==> src/rtl/sort_pkg.sv <==
// Shared types and defaults for the bubble-sort engine host side.
package sort_pkg;

   localparam int unsigned SortK  = 8;
   localparam int unsigned SortDw = 8;

   typedef enum logic [2:0] {
      StLoad,
      StKick,
      StSort,
      StRead,
      StRelease
   } sort_host_state_t;

endpackage

==> src/rtl/sort_idx_counter.sv <==
// AW-bit index counter with synchronous clear, enable and terminal flag at K-1.
// Wraps to zero when enabled at the terminal value.
module sort_idx_counter
   import sort_pkg::*;
#(
   parameter int unsigned K = SortK,
   localparam int unsigned AW = $clog2(K)
) (
   input  logic          clk_i,
   input  logic          rst_i,
   input  logic          clr_i,
   input  logic          en_i,
   output logic [AW-1:0] cnt_o,
   output logic          term_o
);

   logic [AW-1:0] cnt_q, cnt_d;

   assign term_o = (cnt_q == AW'(K - 1));
   assign cnt_o  = cnt_q;

   always_comb begin
      cnt_d = cnt_q;
      if (clr_i) begin
         cnt_d = '0;
      end else if (en_i) begin
         cnt_d = term_o ? '0 : cnt_q + AW'(1);
      end
   end

   always_ff @(posedge clk_i or posedge rst_i) begin
      if (rst_i) begin
         cnt_q <= '0;
      end else begin
         cnt_q <= cnt_d;
      end
   end

endmodule

==> src/rtl/sort_host_sequencer.sv <==
// Host-side scheduler for the bubble-sort engine: load K words, kick the sort, stream results out.
// Optional sort cycle counter output enabled by SORT_HOST_CYCLE_COUNT_EN.
module sort_host_sequencer
   import sort_pkg::*;
#(
   parameter int unsigned K  = SortK,
   parameter int unsigned DW = SortDw,
   parameter int unsigned CW = 16,
   localparam int unsigned AW = $clog2(K)
) (
   input  logic          clk_i,
   input  logic          rst_i,
   input  logic          in_valid_i,
   input  logic [DW-1:0] in_data_i,
   output logic          in_ready_o,
   output logic          out_valid_o,
   output logic [DW-1:0] out_data_o,
   output logic          out_last_o,
   input  logic          out_ready_i,
   output logic          sort_start_o,
   input  logic          sort_done_i,
   output logic          mem_sel_o,
   output logic [AW-1:0] mem_addr_o,
   output logic [DW-1:0] mem_wdata_o,
   output logic          mem_wr_o,
   input  logic [DW-1:0] mem_rdata_i,
   output logic          busy_o
`ifdef SORT_HOST_CYCLE_COUNT_EN
   ,
   output logic [CW-1:0] sort_cycles_o
`endif
);

   sort_host_state_t state_q, state_d;
   logic [AW-1:0]    cnt;
   logic             cnt_term;
   logic             cnt_en;
   logic             cnt_clr;

   sort_idx_counter #(
      .K (K)
   ) u_idx (
      .clk_i  (clk_i),
      .rst_i  (rst_i),
      .clr_i  (cnt_clr),
      .en_i   (cnt_en),
      .cnt_o  (cnt),
      .term_o (cnt_term)
   );

   // Index is already zero on entry to KICK/RELEASE; clearing there keeps it pinned.
   assign cnt_clr = (state_q == StKick) || (state_q == StRelease);
   assign busy_o  = (state_q != StLoad);

   always_comb begin
      state_d      = state_q;
      in_ready_o   = 1'b0;
      out_valid_o  = 1'b0;
      out_data_o   = '0;
      out_last_o   = 1'b0;
      sort_start_o = 1'b0;
      mem_sel_o    = 1'b0;
      mem_addr_o   = '0;
      mem_wdata_o  = '0;
      mem_wr_o     = 1'b0;
      cnt_en       = 1'b0;
      unique case (state_q)
         StLoad: begin
            in_ready_o  = 1'b1;
            mem_sel_o   = 1'b1;
            mem_addr_o  = cnt;
            mem_wdata_o = in_data_i;
            mem_wr_o    = in_valid_i;
            cnt_en      = in_valid_i;
            if (in_valid_i && cnt_term) state_d = StKick;
         end
         StKick: begin
            sort_start_o = 1'b1;
            state_d      = StSort;
         end
         StSort: begin
            if (sort_done_i) state_d = StRead;
         end
         StRead: begin
            mem_sel_o   = 1'b1;
            mem_addr_o  = cnt;
            out_valid_o = 1'b1;
            out_data_o  = mem_rdata_i;
            out_last_o  = cnt_term;
            cnt_en      = out_ready_i;
            if (out_ready_i && cnt_term) state_d = StRelease;
         end
         StRelease: begin
            // Second start pulse walks the sort controller from done back to idle.
            sort_start_o = 1'b1;
            mem_sel_o    = 1'b1;
            state_d      = StLoad;
         end
         default: state_d = StLoad;
      endcase
   end

   always_ff @(posedge clk_i or posedge rst_i) begin
      if (rst_i) begin
         state_q <= StLoad;
      end else begin
         state_q <= state_d;
      end
   end

`ifdef SORT_HOST_CYCLE_COUNT_EN
   logic [CW-1:0] cyc_q, cyc_d;

   always_comb begin
      cyc_d = cyc_q;
      if (state_q == StKick) begin
         cyc_d = '0;
      end else if (state_q == StSort && cyc_q != '1) begin
         cyc_d = cyc_q + CW'(1);
      end
   end

   always_ff @(posedge clk_i or posedge rst_i) begin
      if (rst_i) begin
         cyc_q <= '0;
      end else begin
         cyc_q <= cyc_d;
      end
   end

   assign sort_cycles_o = cyc_q;
`else
   logic [CW-1:0] unused_cw;
   assign unused_cw = '0;
`endif

endmodule
==> config.mk <==
export PLATFORM = sky130hd
export DESIGN_NAME = sort_host_sequencer
export DESIGN_NICKNAME = d
export VERILOG_FILES = /design/src/rtl/sort_pkg.sv /design/src/rtl/sort_idx_counter.sv /design/src/rtl/sort_host_sequencer.sv
export SDC_FILE = /design/constraint.sdc
export NUM_CORES = 1
export LEC_CHECK = 0
export BUFFER_PORTS_ARGS = -buffer_cell sky130_fd_sc_hd__clkbuf_2
export CAP_MARGIN = 30
export CORE_UTILIZATION = 31
export DETAILED_ROUTE_END_ITERATION = 12
export PLACE_DENSITY = 0.66
export SYNTH_ARGS = -nofsm -noshare
export SYNTH_HDL_FRONTEND = slang
export SYNTH_SLANG_ARGS = --single-unit
==> constraint.sdc <==
create_clock -name clk_i -period 2.5 [get_ports clk_i]
set_input_delay 0.5 -clock clk_i [delete_from_list [all_inputs] [get_ports clk_i]]
set_output_delay 0.5 -clock clk_i [all_outputs]
set_load 0.02 [all_outputs]
Yosys cells after proc, flatten, opt, wreduce, memory -nomap -nowiden
Index checks and enable logic that the tools add are counted.
{"block": "word_totals", "input_bits": 21, "word_cells": 38, "ff_bits": 6, "out_inout_bits": 26}
{"block": "classes", "n_mux": 17, "n_addsub": 1, "n_reduce_logical": 10, "eq_ne": 8}
{"cell": "2-to-1 mux 3 bit", "count": 7}
{"cell": "2-to-1 mux 8 bit", "count": 2}
{"cell": "case mux 3 bit (4 select lines)", "count": 1}
{"cell": "equality test 3 x 2 -> 1 bit, second input constant", "count": 2}
{"cell": "equality test 3 bit, second input constant", "count": 2}
{"cell": "2-to-1 mux 1 bit", "count": 6}
{"cell": "!= test 2 bit, second input constant", "count": 3}
{"cell": "OR reduction 2 bit", "count": 2}
{"cell": "adder 3 x 1 -> 3 bit, second input constant", "count": 1}
{"cell": "equality test 3 x 1 -> 1 bit, second input constant", "count": 1}
{"cell": "zero test 3 bit", "count": 1}
{"cell": "AND reduction 3 bit", "count": 1}
{"cell": "nonzero test 3 bit", "count": 1}
{"cell": "OR reduction 3 bit", "count": 1}
{"cell": "logical AND 1 bit", "count": 2}
{"cell": "case mux 1 bit (2 select lines)", "count": 1}
{"cell": "nonzero test 2 bit", "count": 1}
{"cell": "logical OR 1 bit", "count": 1}

Logic depth before layout (Yosys ltp)
Gate-level depths: netlist (run 1).
{"block": "depth", "word_depth": 4, "mapped_depth": 5, "depth_no_buf": 5}

Hierarchy
Synthesis (run 1) repeated with hierarchy kept, for this count alone.
{"block": "unflattened", "hier_cells": 60, "hier_area_um2": 528.0}
{"mod": "sort_host_sequencer", "area_per_inst_um2": 372.9, "seq_area_each_um2": 75.1, "cells_each": 47, "n_inst": 1}
{"mod": "sort_idx_counter", "area_per_inst_um2": 155.1, "seq_area_each_um2": 75.1, "cells_each": 13, "n_inst": 1}

Least setup slack after synthesis (run 1)
OpenSTA, ideal clock, no wires.
{"block": "synth_path", "path_type": "reg-to-output", "start": "register state_q[0]", "end": "output out_data_o[0]", "path_slack_ns": 0.820, "required_ns": 2.000, "t_arrival_ns": 1.180, "path_buffers": 1, "path_stages_with_launch": 5, "cell_sequence": "dfrtp_1 > buf_6 > nand2_1 > nor2_2 > and2_1"}
{"block": "synth_via", "elab_chain_cells": 2}
{"item": "from (decl)", "line": "sort_host_sequencer.sv:34", "source": "sort_host_state_t state_q, state_d;"}
{"item": "from (signal assigned)", "line": "sort_host_sequencer.sv:105", "source": "state_q <= StLoad;"}
{"item": "from (signal assigned)", "line": "sort_host_sequencer.sv:107", "source": "state_q <= state_d;"}
{"item": "equality test 3 x 2 -> 1 bit", "line": "sort_host_sequencer.sv:67", "source": "unique case (state_q)"}
{"item": "2-to-1 mux 8 bit", "line": "sort_host_sequencer.sv:67"}
{"item": "to (decl)", "line": "sort_host_sequencer.sv:17", "source": "output logic [DW-1:0] out_data_o,"}
No other way between the ends.

Worst setup path in the final report (run 1)
{"block": "layout_path", "start": "register state_q[0]", "end": "output out_data_o[3]"}
Same word-level chain as after synthesis.

==> flow_summary.json, run 1 <==
{
  "tns_ns": 0,
  "synth.most_common_cell": "and2_2",
  "fin_crit_ns": 2.09,
  "nNetsFinal": 136,
  "cts.repair.resized": 0,
  "holdBufCountCts": 0,
  "cp-end-kind": "output pin",
  "tritoncts": "yes",
  "row_count": 15,
  "dieArea_um2": 2050,
  "drt-met1-wl_um": 502,
  "slew_headroom": 0.713,
  "post-dp-hpwl_um": 1120,
  "port_buffers": 46,
  "seq_area_um2": 150,
  "crit_required_ns": 2.00,
  "reg2reg_from": "u_idx.cnt_o[0]",
  "htree_levels": 1,
  "swShare": 0.514,
  "clock.fmax_mhz": 479,
  "tightest_slew_ns": 0.430,
  "synth_cell_types": 22,
  "avgSynthCellArea_um2": 8.78,
  "dr_wl_met2_um": 627,
  "grt_pass1_wl_um": 1670,
  "netlist_area_um2": 579,
  "clock_path_buffers": 2,
  "placed_cell_area_um2": 796,
  "drv_slew": 0,
  "grt_antenna_before_repair": 0,
  "switchingPower_w": 0.000483,
  "synth_edf_count": 0,
  "yosysTopAreaCell": "dfrtp_1",
  "initialDrtViolationCount": 10,
  "cts_buffers": 3,
  "reg2reg_to": "u_idx.cnt_o[1]",
  "rsz0062_at_grt": "no",
  "reg2reg_depth": 5,
  "grt_pass1_vias": 410,
  "hold_violations": 0,
  "io_pins": 47,
  "drc_errors": 0,
  "fin_worst_skew_ns": 0.000854,
  "dr_wl_met3_um": 142,
  "clk_pin_slew_worst_paths_ns": 0.04,
  "wirelength_um": 1270,
  "syn_to_final_growth_pct": 41.3,
  "crit_arrival_ns": 1.59,
  "critPathMaxFanout": 10,
  "highest_layer": "met3",
  "wl_per_cell_um": 9.35,
  "grt_max_degree": 12,
  "clock_sinks": 6,
  "netlist_top_cells_count": "12 x and2_2, 9 x and2_1, 6 x dfrtp_1, 5 x inv_1",
  "internal_power_w": 0.000456,
  "postCtsSetupRepairBufs": 0,
  "gp_congestion": 0.766,
  "initial_core_util": 0.332,
  "drive_above_1_share": 0.604,
  "ant_nets": 0,
  "stdcell_area_um2": 818,
  "synth_top_area_frac": 0.259,
  "p_total_w": 0.000938,
  "power_density_nw_per_um2": 1150,
  "multi_input_area_um2": 365,
  "insertion_delay_ns": 0.24,
  "ys_seq_area_frac": 0.259,
  "core_area_um2": 1750,
  "crit_type": "register to output pin",
  "synth_ff_type": "dfrtp_1",
  "power_leakage_nw": 0.450,
  "setup_viol": 0,
  "die_h_um": 45.2,
  "diodes": 0,
  "async_flop_share": 1.00,
  "vias": 587,
  "min_period_over_period": 0.836,
  "yosys_warnings": 0,
  "n_fill_cell": 188,
  "syn-instance-count": 66,
  "max-vdd-ir-drop_v": 0.000554,
  "pwr-share-clk": 0.091,
  "avgViaCountPerCell": 4.32,
  "start_kind": "register",
  "drtPass1Iterations": 3,
  "synth_seq_cells": 6,
  "hp-class": "input pin to async pin",
  "r2r_slack_ns": 1.17,
  "synth_area_leaders": "dfrtp_1 26%, and2_2 16%, and2_1 9.7%, buf_6 7.8%, mux2i_1 5.2%",
  "synth_nets": 89,
  "die_x_um": 45.2,
  "comb_power_share": 0.689,
  "outcome": "finished, final reports clean",
  "cts-root-buf": "clkbuf_4",
  "fin_util": 0.469,
  "max_cap_violations": 0,
  "grt_use_total": 0.112,
  "overflow": 0,
  "seq_power_share": 0.220
}
state kept, by name, indices dropped and copies added, names as in the netlist:
name / count
state_q: 3
u_idx.cnt_o: 3
how the worst max path moves through the flow:
stage,startpoint,to,slack (ns),cells after the start
3_3_place_gp,state_q[0],out_data_o[7],0.70,4
4_1_cts,state_q[0],out_data_o[3],0.39,4
6_report,state_q[0],out_data_o[3],0.41,4
5_1_grt,state_q[0],out_data_o[5],0.29,4
2_1_floorplan,state_q[0],out_data_o[0],0.82,4
3_5_place_dp,state_q[0],out_data_o[4],0.64,4
power groups by stage:
| stage | sequential (W) | combinational [W] | clock [W] |
|---|---|---|---|
| 4_1_cts | 0.000204 | 0.000662 | 0.0000899 |
| 5_1_grt | 0.000214 | 0.000708 | 0.0000935 |
| 6_report | 0.000206 | 0.000646 | 0.0000857 |
| 3_5_place_dp | 0.000206 | 0.000661 | 0 |
| 2_1_floorplan | 0.000162 | 0.000538 | 0 |
| 3_3_place_gp | 0.000204 | 0.000645 | 0 |
metrics by stage:
| stage | worst slack [ns] | std cells | hold WS (ns) |
|---|---|---|---|
| 6_report | 0.411 | 136 | 0.151 |
| 5_1_grt | 0.290 | 136 | 0.176 |
| 4_1_cts | 0.387 | 136 | 0.153 |
| 3_5_place_dp | 0.644 | 133 | 0.409 |
| 3_3_place_gp | 0.696 | 133 | 0.404 |
| 2_1_floorplan | 0.820 | 66 | 0.291 |
layout by cell type, fill, tap and decap left out:
cell and count:
and2_2 12, nand2_1 2, a21oi_1 2, a221oi_4 1, dfrtp_1 6, mux2i_1 3
nand3_1 2, o21ai_0 4, nor2_4 1, inv_1 5, o211ai_1 1, and2_1 9
ha_1 2, nand2_2 1, nor3_1 2, nor2_2 1, or2_4 1, clkbuf_2 46
nor3_2 1, nor2_1 4, clkbuf_4 3, xnor2_1 1, nor2b_1 1
final cells by class:
type	instances	share of cell area
clock buffers	3	0.0275
multi-input cells	51	0.446
well taps	25	0.0382
inverters	5	0.0229
repair buffers	46	0.281
flip-flops and latches	6	0.183
critical path, stage by stage (launching register included):
cell	delay [ns]
dfrtp_1	0.55
nand2_1	0.19
nor2_2	0.27
and2_1	0.18
clkbuf_2	0.16
cells by family after synthesis:
| family | share of synthesized area |
|---|---|
| flops | 0.259 |
| buf+inv | 0.110 |
| xor+xnor | 0.0151 |
| simple gates | 0.410 |
| compound gates | 0.110 |
| fa+ha+maj | 0.0432 |
| mux | 0.0518 |
routing by layer:
layer	up-vias	track usage
met5	-	0
met4	0	0.0545
met3	0	0.0240
met2	34	0.214
met1	248	0.113
li1	305	-
No activity file was read; power rests on OpenSTA's default activity.
==> inputs of run 2 (changes only) <==
--- a/config.mk
+++ b/config.mk
@@ -9,7 +9,7 @@
 export CAP_MARGIN = 30
 export CORE_UTILIZATION = 31
 export DETAILED_ROUTE_END_ITERATION = 12
-export PLACE_DENSITY = 0.66
+export PLACE_DENSITY = 0.69
 export SYNTH_ARGS = -nofsm -noshare
 export SYNTH_HDL_FRONTEND = slang
 export SYNTH_SLANG_ARGS = --single-unit
==> constraint.sdc (replaced) <==
create_clock -name clk_i -period 1.8 [get_ports clk_i]
set_input_delay 0.36 -clock clk_i [delete_from_list [all_inputs] [get_ports clk_i]]
set_output_delay 0.36 -clock clk_i [all_outputs]
set_load 0.02 [all_outputs]
==> flow_summary.json, run 2 (synthesis results as in run 1) <==
{
  "outcome": "finished, violations left",
  "violations": "hold timing",
  "r2r_slack_ns": 0.46,
  "n_fill_cell": 168,
  "start_kind": "register",
  "crit_arrival_ns": 1.41,
  "reg2reg_from": "state_q[2]",
  "die_x_um": 45.2,
  "clk_pin_slew_worst_paths_ns": 0.05,
  "wl_per_cell_um": 10.9,
  "grt_antenna_before_repair": 0,
  "grt.busiest_layer": "met2",
  "tritoncts": "yes",
  "fin_worst_skew_ns": 0.00688,
  "grt_pass1_wl_um": 2020,
  "clock_path_buffers": 2,
  "ant_nets": 0,
  "max_cap_violations": 0,
  "tns_ns": 0,
  "diodes": 0,
  "gp_congestion": 0.711,
  "grt_use_met1": 0.143,
  "initialDrtViolationCount": 6,
  "crit_chain": "or2_4, nor2_4, and2_2, buf_4",
  "die_h_um": 45.2,
  "core_area_um2": 1750,
  "critPathMaxFanout": 6,
  "io_pins": 47,
  "grt_use_total": 0.139,
  "cts_buffers": 3,
  "setup_ws_ns": 0.0289,
  "min_period_over_period": 0.984,
  "whs_ns": -0.00436,
  "initial_core_util": 0.332,
  "hold_violations": 3,
  "tightest_slew_ns": 0.369,
  "clock.fmax_mhz": 565,
  "drtPass1Iterations": 4,
  "setup_viol": 0,
  "drive_above_1_share": 0.669,
  "cts-root-buf": "clkbuf_4",
  "grt_util_met2": 0.261,
  "htree_levels": 1,
  "placed_cell_area_um2": 811,
  "crit_required_ns": 1.44,
  "dieArea_um2": 2050,
  "fin_crit_ns": 1.77,
  "reg2reg_depth": 3,
  "post-dp-hpwl_um": 1150,
  "fin_cells": 143,
  "final_common_cell": "clkbuf_2",
  "drc_errors": 0,
  "layout_common_cells": "37 x clkbuf_2, 10 x and2_2, 9 x and2_1, 9 x buf_4",
  "rsz0062_at_grt": "yes",
  "use_met3": 0.0280,
  "nNetsFinal": 143,
  "crit_slowest_cell": "dfrtp_1",
  "slew_headroom": 0.754,
  "drv_slew": 0,
  "insertion_delay_ns": 0.24,
  "power_leakage_nw": 0.497,
  "syn_to_final_growth_pct": 62.9,
  "max-vdd-ir-drop_v": 0.000966,
  "crit_type": "register to output pin",
  "avgViaCountPerCell": 4.64,
  "power_density_nw_per_um2": 1630,
  "dp_slack_ns": 0.229,
  "hp-class": "input pin to async pin",
  "port_buffers": 46,
  "row_count": 15,
  "stdcell_area_um2": 943,
  "multi_input_area_um2": 418,
  "grt_max_degree": 12,
  "seq_area_um2": 151,
  "dp.cells": 135,
  "wirelength_um": 1560,
  "grt_pass1_vias": 514,
  "max_stage_delay_ns": 0.40,
  "reg2reg_to": "u_idx.cnt_o[2]",
  "overflow": 0,
  "cp-end-kind": "output pin",
  "clock_sinks": 6,
  "vias": 663
}
==> run 2: cell count changes in the layout (fill, tap and decap cells not counted), moves of 2 or more <==
cell      change
and2_2        -2
and2_4        +2
buf_2         +3
buf_4         +9
buf_6         +3
clkbuf_2      -9
nor2_4        +2
==> run 2: worst max-delay path, delay by kind of cell (launching register included) <==
kind | cells | cell delay (ns)
buf+inv | 1 | 0.13
flops | 1 | 0.40
simple gates | 3 | 0.63
==> run 2: what timing repair did <==
item | in CTS | in global routing
gates cloned | 0 | 1
gates resized for setup | 2 | 29
buffers inserted | 0 | 4
setup endpoints to repair | 3 | 22
hold buffers | 0 | 0
pin swaps | 0 | 4
==> run 2: final cells by class <==
type | count | area share
inverters | 5 | 0.0199
multi-input cells | 52 | 0.443
flip-flops and latches | 6 | 0.160
repair buffers | 52 | 0.320
clock buffers | 3 | 0.0239
well taps | 25 | 0.0332
==> run 2: worst max path at each step <==
stage                    start        endpoint  slack (ns)  cells past startpoint
finish              state_q[1]  mem_wdata_o[3]        0.03                      4
global route        state_q[0]  mem_wdata_o[3]       -0.03                      4
CTS                 state_q[0]  mem_wdata_o[3]      -0.001                      4
detailed placement  state_q[0]   mem_addr_o[0]        0.23                      4
global placement    state_q[0]   mem_addr_o[2]        0.26                      4
floorplan           state_q[0]   out_data_o[0]        0.26                      4
==> run 2: power breakdown <==
part	switching [W]	internal, W
registers	0.0000760	0.000195
clock network	0.0000499	0.0000755
logic	0.000627	0.000517
total	0.000752	0.000787
==> run 2: stage by stage <==
stage	util	hold WS (ns)	total power (W)
2_1_floorplan	-	0.151	0.000972
5_1_grt	0.541	0.0188	0.00166
3_5_place_dp	0.465	0.263	0.00122
3_3_place_gp	0.465	0.262	0.00120
6_report	0.541	-0.00436	0.00154
4_1_cts	0.482	0.00295	0.00137
==> run 2: per-layer routing <==
metal	vias to the layer above	share of wire
met3	2	0.079
met1	304	0.39
met2	36	0.52
met4	0	0.0051
met5	-	0
li1	321	-
